$ cat config.mk
export PLATFORM = sky130hd
export DESIGN_NAME = mem_port_arbiter
export DESIGN_NICKNAME = d
export VERILOG_FILES = /design/src/rtl/mem_port_arbiter_pkg.sv /design/src/rtl/mem_port_arbiter_sel.sv /design/src/rtl/mem_port_arbiter.sv
export SDC_FILE = /design/constraint.sdc
export NUM_CORES = 1
export LEC_CHECK = 0
export CELL_PAD_IN_SITES_DETAIL_PLACEMENT = 1
export CELL_PAD_IN_SITES_GLOBAL_PLACEMENT = 1
export CORE_MARGIN = 4
export CORE_UTILIZATION = 32
export CTS_CLUSTER_SIZE = 20
export DETAILED_ROUTE_END_ITERATION = 8
export GPL_TIMING_DRIVEN = 0
export PLACE_DENSITY = 0.95
export SLEW_MARGIN = 20
export SYNTH_ARGS = -nofsm -noshare
export SYNTH_HDL_FRONTEND = slang
export SYNTH_SLANG_ARGS = --single-unit
$ cat constraint.sdc
create_clock -name clk -period 2.88 [get_ports clk]
set_clock_uncertainty 0.05 [all_clocks]
set_input_delay 0.576 -clock clk [delete_from_list [all_inputs] [get_ports clk]]
set_output_delay 0.576 -clock clk [all_outputs]
set_load 0.05 [all_outputs]
$ cat src/rtl/mem_port_arbiter_pkg.sv
`default_nettype none
// ============================================================================
// Module      : mem_port_arbiter_pkg
// Description : Shared types and defaults for the unified-memory port arbiter.
// Revision    : 1.0 - initial release
// ============================================================================
package mem_port_arbiter_pkg;

    localparam int c_def_aw         = 32;
    localparam int c_def_dw         = 32;
    localparam int c_def_mem_lat    = 1;
    localparam int c_def_starve_max = 4;

    typedef enum logic [1:0] {
        ST_IDLE = 2'd0,
        ST_ACC  = 2'd1,
        ST_RESP = 2'd2
    } arb_state_t;

    localparam logic c_port0 = 1'b0;
    localparam logic c_port1 = 1'b1;

    // Counter width able to hold 0..n-1, never narrower than one bit.
    function automatic int cnt_width(input int n);
        return (n > 1) ? $clog2(n) : 1;
    endfunction

endpackage
`default_nettype wire

$ cat src/rtl/mem_port_arbiter_sel.sv
`default_nettype none
// ============================================================================
// Module      : mem_arb_sel
// Description : Port-0-priority grant with a streak counter that yields to
//               port 1 after STARVE_MAX consecutive port-0 wins.
// Revision    : 1.0 - initial release
// ============================================================================
module mem_arb_sel
    import mem_port_arbiter_pkg::*;
#(
    parameter int STARVE_MAX = c_def_starve_max
) (
    input  logic clk,
    input  logic rst,
    input  logic m0_req,
    input  logic m1_req,
    input  logic arb_en,
    output logic gnt_valid,
    output logic gnt_port
);

    localparam int                    c_streak_w   = cnt_width(STARVE_MAX + 1);
    localparam logic [c_streak_w-1:0] c_streak_max = c_streak_w'(STARVE_MAX);

    logic [c_streak_w-1:0] r_streak;

    always_comb begin
        gnt_valid = arb_en & (m0_req | m1_req);
        gnt_port  = c_port0;
        if (m1_req && (!m0_req || (r_streak == c_streak_max)))
            gnt_port = c_port1;
    end

    // Streak only counts port-0 wins that actually kept port 1 waiting.
    always_ff @(posedge clk) begin
        if (!rst) begin
            r_streak <= '0;
        end else if (gnt_valid) begin
            if (gnt_port == c_port1 || !m1_req)
                r_streak <= '0;
            else if (r_streak != c_streak_max)
                r_streak <= r_streak + 1'b1;
        end
    end

endmodule
`default_nettype wire

$ cat src/rtl/mem_port_arbiter.sv
`default_nettype none
// ============================================================================
// Module      : mem_port_arbiter
// Description : Two-port sequencer for a fixed-latency unified memory; returns
//               a one-cycle ready pulse per access.
// Revision    : 1.0 - initial release
// ============================================================================
module mem_port_arbiter
    import mem_port_arbiter_pkg::*;
#(
    parameter int AW         = c_def_aw,
    parameter int DW         = c_def_dw,
    parameter int MEM_LAT    = c_def_mem_lat,
    parameter int STARVE_MAX = c_def_starve_max
) (
    input  logic          clk,
    input  logic          rst,
    input  logic          m0_req,
    input  logic          m0_we,
    input  logic [AW-1:0] m0_addr,
    input  logic [DW-1:0] m0_wdata,
    output logic [DW-1:0] m0_rdata,
    output logic          m0_ready,
    input  logic          m1_req,
    input  logic          m1_we,
    input  logic [AW-1:0] m1_addr,
    input  logic [DW-1:0] m1_wdata,
    output logic [DW-1:0] m1_rdata,
    output logic          m1_ready,
    output logic          mem_ce,
    output logic          mem_we,
    output logic [AW-1:0] mem_addr,
    output logic [DW-1:0] mem_wdata,
    input  logic [DW-1:0] mem_rdata,
    output logic          owner
);

    localparam int                 c_lat_w    = cnt_width(MEM_LAT);
    localparam logic [c_lat_w-1:0] c_lat_last = c_lat_w'(MEM_LAT - 1);

    arb_state_t         r_state;
    arb_state_t         w_state_nxt;
    logic [c_lat_w-1:0] r_lat_cnt;
    logic               r_we;
    logic               r_port;
    logic [AW-1:0]      r_addr;
    logic [DW-1:0]      r_wdata;
    logic [DW-1:0]      r_rdata0;
    logic [DW-1:0]      r_rdata1;
    logic               w_arb_en;
    logic               w_gnt_valid;
    logic               w_gnt_port;
    logic               w_lat_last;

    assign w_arb_en   = (r_state == ST_IDLE);
    assign w_lat_last = (r_state == ST_ACC) && (r_lat_cnt == c_lat_last);

    mem_arb_sel #(
        .STARVE_MAX (STARVE_MAX)
    ) u_sel (
        .clk       (clk),
        .rst       (rst),
        .m0_req    (m0_req),
        .m1_req    (m1_req),
        .arb_en    (w_arb_en),
        .gnt_valid (w_gnt_valid),
        .gnt_port  (w_gnt_port)
    );

    always_ff @(posedge clk) begin
        if (!rst)
            r_state <= ST_IDLE;
        else
            r_state <= w_state_nxt;
    end

    always_comb begin
        w_state_nxt = r_state;
        case (r_state)
            ST_IDLE: if (w_gnt_valid) w_state_nxt = ST_ACC;
            ST_ACC:  if (w_lat_last)  w_state_nxt = ST_RESP;
            ST_RESP: w_state_nxt = ST_IDLE;
            default: w_state_nxt = ST_IDLE;
        endcase
    end

    // Requests are latched at grant so requesters may churn their inputs mid-access.
    always_ff @(posedge clk) begin
        if (!rst) begin
            r_lat_cnt <= '0;
            r_we      <= 1'b0;
            r_port    <= c_port0;
            r_addr    <= '0;
            r_wdata   <= '0;
            r_rdata0  <= '0;
            r_rdata1  <= '0;
        end else if (w_arb_en && w_gnt_valid) begin
            r_lat_cnt <= '0;
            r_port    <= w_gnt_port;
            r_we      <= (w_gnt_port == c_port1) ? m1_we    : m0_we;
            r_addr    <= (w_gnt_port == c_port1) ? m1_addr  : m0_addr;
            r_wdata   <= (w_gnt_port == c_port1) ? m1_wdata : m0_wdata;
        end else if (r_state == ST_ACC) begin
            r_lat_cnt <= r_lat_cnt + 1'b1;
            if (w_lat_last && !r_we) begin
                if (r_port == c_port1)
                    r_rdata1 <= mem_rdata;
                else
                    r_rdata0 <= mem_rdata;
            end
        end
    end

    assign mem_ce    = (r_state == ST_ACC);
    assign mem_we    = mem_ce && (r_lat_cnt == '0) && r_we;
    assign mem_addr  = r_addr;
    assign mem_wdata = r_wdata;
    assign owner     = r_port;
    assign m0_ready  = (r_state == ST_RESP) && (r_port == c_port0);
    assign m1_ready  = (r_state == ST_RESP) && (r_port == c_port1);
    assign m0_rdata  = r_rdata0;
    assign m1_rdata  = r_rdata1;

endmodule
`default_nettype wire

# Yosys cells after proc, flatten, opt, wreduce, memory -nomap -nowiden
# Cells that the tools add are included.
dict set report word_totals {
  in_bits 166
  out_inout_bits 133
  regBits 136
  elab_cells 51
}
dict set report classes {
  bitwise_logic 6
  mux 9
  n_reduce_logical 19
  eq_ne 6
  add_sub_neg 2
}
# operator count
set ops {}
lappend ops {{32-bit 2-to-1 mux} 2}
lappend ops {{4-bit AND reduction} 2}
lappend ops {{1-bit logical AND} 7}
lappend ops {{3-bit 2-to-1 mux} 2}
lappend ops {{2-bit 2-to-1 mux} 2}
lappend ops {{1-bit NOT} 4}
lappend ops {{2-bit case mux with 2 select lines} 1}
lappend ops {{2-bit AND reduction} 2}
lappend ops {{3-bit by 1-bit adder with 3-bit output, second input constant} 1}
lappend ops {{3-bit == test, second input constant} 1}
lappend ops {{1-bit zero test} 3}
lappend ops {{3-bit != test, second input constant} 1}
lappend ops {{2-bit by 1-bit == test with 1-bit output, second input constant} 1}
lappend ops {{2-bit == test, second input constant} 1}
lappend ops {{2-bit zero test} 1}
lappend ops {{1-bit logical OR} 2}
lappend ops {{1-bit 2-to-1 mux} 2}
lappend ops {{2-bit by 1-bit != test with 1-bit output, second input constant} 1}
lappend ops {{2-bit != test, second input constant} 1}
lappend ops {{2-bit nonzero test} 1}
lappend ops {{2-bit OR reduction} 1}
lappend ops {{1-bit adder, second input constant} 1}
lappend ops {{1-bit bitwise AND} 1}
lappend ops {{1-bit bitwise OR} 1}

# Logic depth before layout (Yosys ltp)
# Gate-level depths: netlist of the first run.
dict set report logic_depth {
  depth_word 7
  mapped_depth 7
  depth_no_buf 5
}

# Hierarchy
# Synthesis of the first run repeated with hierarchy kept, for this count alone.
dict set report unflattened {
  cells_unflattened 572
  hier_area_um2 5795.6
}
# module cells_each area_each_um2 instances seq_area_each_um2
set modules_own_cells {}
lappend modules_own_cells {mem_port_arbiter 552 5605.4 1 2662.6}
lappend modules_own_cells {mem_arb_sel 20 190.2 1 60.1}

# Worst setup path before layout of the first run
# No wires, ideal clock.
dict set report synth_path {
  path_kind {register -> output}
  from {register r_port (netlist: owner)}
  to {output port m0_ready}
  path_slack_ps 522
  path_buffers 0
  arrival_ps 1732
  required_ps 2254
  path_stages_with_launch 2
  cell_sequence {dfxtp_1 nor3b_1}
}
dict set report synth_via {
  elab_chain_cells 2
}
# item line
set synth_rtl {}
lappend synth_rtl {{start, declared} mem_port_arbiter.sv:45} ;# logic r_port;
lappend synth_rtl {{start signal, assigned} mem_port_arbiter.sv:92} ;# r_port <= c_port0;
lappend synth_rtl {{start signal, assigned} mem_port_arbiter.sv:99} ;# r_port <= w_gnt_port;
lappend synth_rtl {{1-bit NOT (no source line)} -}
lappend synth_rtl {{1-bit logical AND} mem_port_arbiter.sv:119} ;# assign m0_ready = (r_state == ST_RESP) && (r_port == c_port0);
lappend synth_rtl {{end, declared} mem_port_arbiter.sv:23} ;# output logic m0_ready,
# Every way passes these cells.

# Final worst setup path of the first run
dict set report layout_path {
  from {register r_state[0]}
  to {output port mem_we}
}
dict set report layout_via {
  elab_chain_cells 3
}
# item line
set layout_rtl {}
lappend layout_rtl {{start, declared} mem_port_arbiter.sv:41} ;# arb_state_t r_state;
lappend layout_rtl {{start signal, assigned} mem_port_arbiter.sv:74} ;# r_state <= w_state_nxt;
lappend layout_rtl {{2-bit by 1-bit == test with 1-bit output} mem_port_arbiter.sv:114} ;# assign mem_ce = (r_state == ST_ACC);
lappend layout_rtl {{1-bit logical AND (2 in series)} mem_port_arbiter.sv:115} ;# assign mem_we = mem_ce && (r_lat_cnt == '0) && r_we;
lappend layout_rtl {{end, declared} mem_port_arbiter.sv:31} ;# output logic mem_we,
# Every way passes these cells.

==> results.json, run 1 <==
{
  "firstDrtPassIters": 5,
  "worst_setup_hold_path_clk_slew_ns": 0.06,
  "post-cts-setup-buffers": 0,
  "clock_tree.htree_level_count": 4,
  "distinct_cell_type_count_of_the_synthesized_netlist": 32,
  "detail_route.iter0.violations": 312,
  "number_of_global_route_vias_before_repair": 7799,
  "routed_wire_length_per_instance_um": 21.4,
  "finalSetupViolations": 0,
  "tritoncts": "built",
  "synthArstFlopShare_pct": 0,
  "flop_and_latch_count_out_of_synthesis": 136,
  "powerDensity_mw_per_mm2": 592,
  "post_cts_resize_count": 1,
  "route.vias.total": 7241,
  "placedCellCount": 1309,
  "initial_core_util_pct": 32.7,
  "syn-num-nets": 915,
  "die_area_mm2": 0.0224,
  "syn_inst": 747,
  "relSlewSlack_pct": 52.4,
  "number_of_antenna_violations_at_the_first_check_in_global_routing": 0,
  "detail_route.vias_per_cell": 5.40,
  "unrepaired_setup_endpoints_after_global_routing": "false",
  "hold_violation_total_from_the_final_report": 0,
  "worst-slew-pin-transition_ns": 0.714,
  "timing_max_transition_violations_final": 0,
  "place_worst_setup_slack_ns": -0.0379,
  "numPortBuffers": 297,
  "crit_path_start_kind": "flop",
  "required_ns": 2.25,
  "synth.avg_cell_area_um2": 8.59,
  "worstSetupEndpointType": "output port",
  "synth_enable_flop_cells": 0,
  "total_number_of_yosys_warnings": 0,
  "cts_root_buffer": "clkbuf_16",
  "ctsLongestPathBuffers": 2,
  "place_hpwl_um": 21900,
  "top_level_ports": 299,
  "grt_start_max_net_pins": 17,
  "period_minus_slack_ns": 2.59,
  "clock_sink_count": 136,
  "setup.worst_path.class": "reg -> out",
  "grtUsageTotal_pct": 24.6,
  "final.period_utilization_pct": 89.8,
  "vdd.ir_drop.worst_v": 0.000337,
  "share_of_cells_above_drive_strength_1_pct": 5.11,
  "wire_length_of_the_first_global_routing_pass_um": 42800,
  "gp_congestion": 0.823,
  "wl_um": 28700,
  "max_cap_violations": 0,
  "die_height_um": 150,
  "layout_common_cells": "clkdlybuf4s50_1, nand2_1, dfxtp_1",
  "synth_top_flop_cell": "dfxtp_1",
  "chip_width_um": 150,
  "area_delta_synth_final_pct": 61.3,
  "cts-buffers-inserted": 17,
  "pnr_worst_setup_slack_ns": 0.292,
  "finalNonFillerCells": 1341,
  "leakagePower_nw": 3.95,
  "sequential_element_share_of_the_synthesized_area_pct": 42.5,
  "timing.critical_path.arrival_ns": 1.96,
  "final_net_count": 1231,
  "crit_path_max_fanout": 5,
  "cts_hold_buf": 0,
  "globalRouteOverflowTotal": 0,
  "antenna_left": 0,
  "hp-class": "reg -> reg",
  "maxClockFrequency_mhz": 386,
  "utilization_pct": 52.8,
  "floorplan_row_count": 51,
  "final_common_cell": "clkdlybuf4s50_1",
  "run_status": "finished clean",
  "drc": 0,
  "netlist_area_mm2": 0.00641,
  "clkLatencyLatePin_ns": 0.43,
  "std_cell_core_area_mm2": 0.0196,
  "antenna_cells": 0,
  "fillers": 2288
}
## worst paths after layout
| kind | cells after the start | to | from | slack, ns |
|---|---|---|---|---|
| max reg2reg | 7 | mem_wdata[8] | u_sel.r_streak[0] | 0.67 |
| min reg2reg | 2 | m0_rdata[1] | m0_rdata[1] | 0.41 |
| max | 3 | mem_we | r_state[0] | 0.29 |
| min | 2 | m0_rdata[1] | m0_rdata[1] | 0.41 |
## final cells by class
type                    instances  area, µm²  share of cell area (%)
repair buffers                297       2970                    28.7
inverters                       3       11.3                   0.109
well taps                     265        332                    3.21
clock inverters                14        199                    1.92
clock buffers                  18        429                    4.15
flip-flops and latches        136       2720                    26.3
plain buffers                  91        404                    3.91
multi-input cells             517       3280                    31.7
## per-layer routing
metal	global-route usage (%)	vias up	routed length, µm
met1	26.9	3492	11100
met3	8.45	60	2630
met4	9.66	0	888
met5	0	-	0
met2	43.8	318	14100
li1	-	3371	-
## flip-flops by register name (all words and copies together), names as in the netlist
register / count
r_state: 2
m0_rdata: 32
r_lat_cnt: 1
owner: 1
r_we: 1
m1_rdata: 32
u_sel.r_streak: 3
mem_addr: 32
mem_wdata: 32
## metrics by stage
stage / area, µm² / power [W] / hold WS (ns) / TNS [ns]
after global routing: 10300 / 0.00634 / 0.431 / 0
after detailed placement: 9720 / 0.00380 / 0.404 / -0.528
after CTS: 10300 / 0.00615 / 0.413 / 0
after floorplan: 6410 / 0.00308 / 0.403 / 0
after global placement: 9720 / 0.00375 / 0.391 / -0.0554
final: 10300 / 0.00613 / 0.409 / 0
## report_power, final
group	total [W]	internal (W)	leakage [nW]	switching (W)
clock	0.00236	0.00146	0.298	0.000904
sequential	0.00211	0.00202	1.11	0.0000917
combinational	0.00165	0.000634	2.54	0.00102
## cells in the mapped netlist, types with 3 or more instances
| cell | instances | area, µm² |
|---|---|---|
| clkbuf_1 | 61 | 229 |
| nor3_1 | 65 | 325 |
| a2111oi_0 | 65 | 569 |
| a221o_1 | 65 | 651 |
| buf_4 | 4 | 30.0 |
| and2_1 | 3 | 18.8 |
| nor3b_1 | 4 | 30.0 |
| dfxtp_1 | 136 | 2720 |
| buf_2 | 14 | 70.1 |
| buf_6 | 4 | 45.0 |
| nand2_1 | 228 | 856 |
| inv_1 | 3 | 11.3 |
| mux2i_1 | 64 | 641 |
| buf_1 | 8 | 30.0 |
## critical path: stages (launching register included)
cell	delay [ns]
dfxtp_1	0.37
nor3b_1	0.43
and2_1	0.20
dlygate4sd2_1	0.55
## cell families (layout without fill, tap and decap cells)
group                    after synthesis  in the layout  synth area share, %
AO/OA/AOI/OAI                        139            139                 20.3
adder cells (fa/ha/maj)                2              2                0.390
buffers and inverters                 94            423                 6.48
flip-flops                           136            136                 42.5
multiplexers                          64             64                 9.99
AND/OR/NAND/NOR                      312            312                 20.4
Note: power is estimated with default switching activity, not from simulation.
==> run 2: changes to the inputs <==
- ABC_CLOCK_PERIOD_IN_PS: unset -> 2880
==> results of run 2 <==
Same layout as run 1: the final DEF is identical, and so are final timing and power.
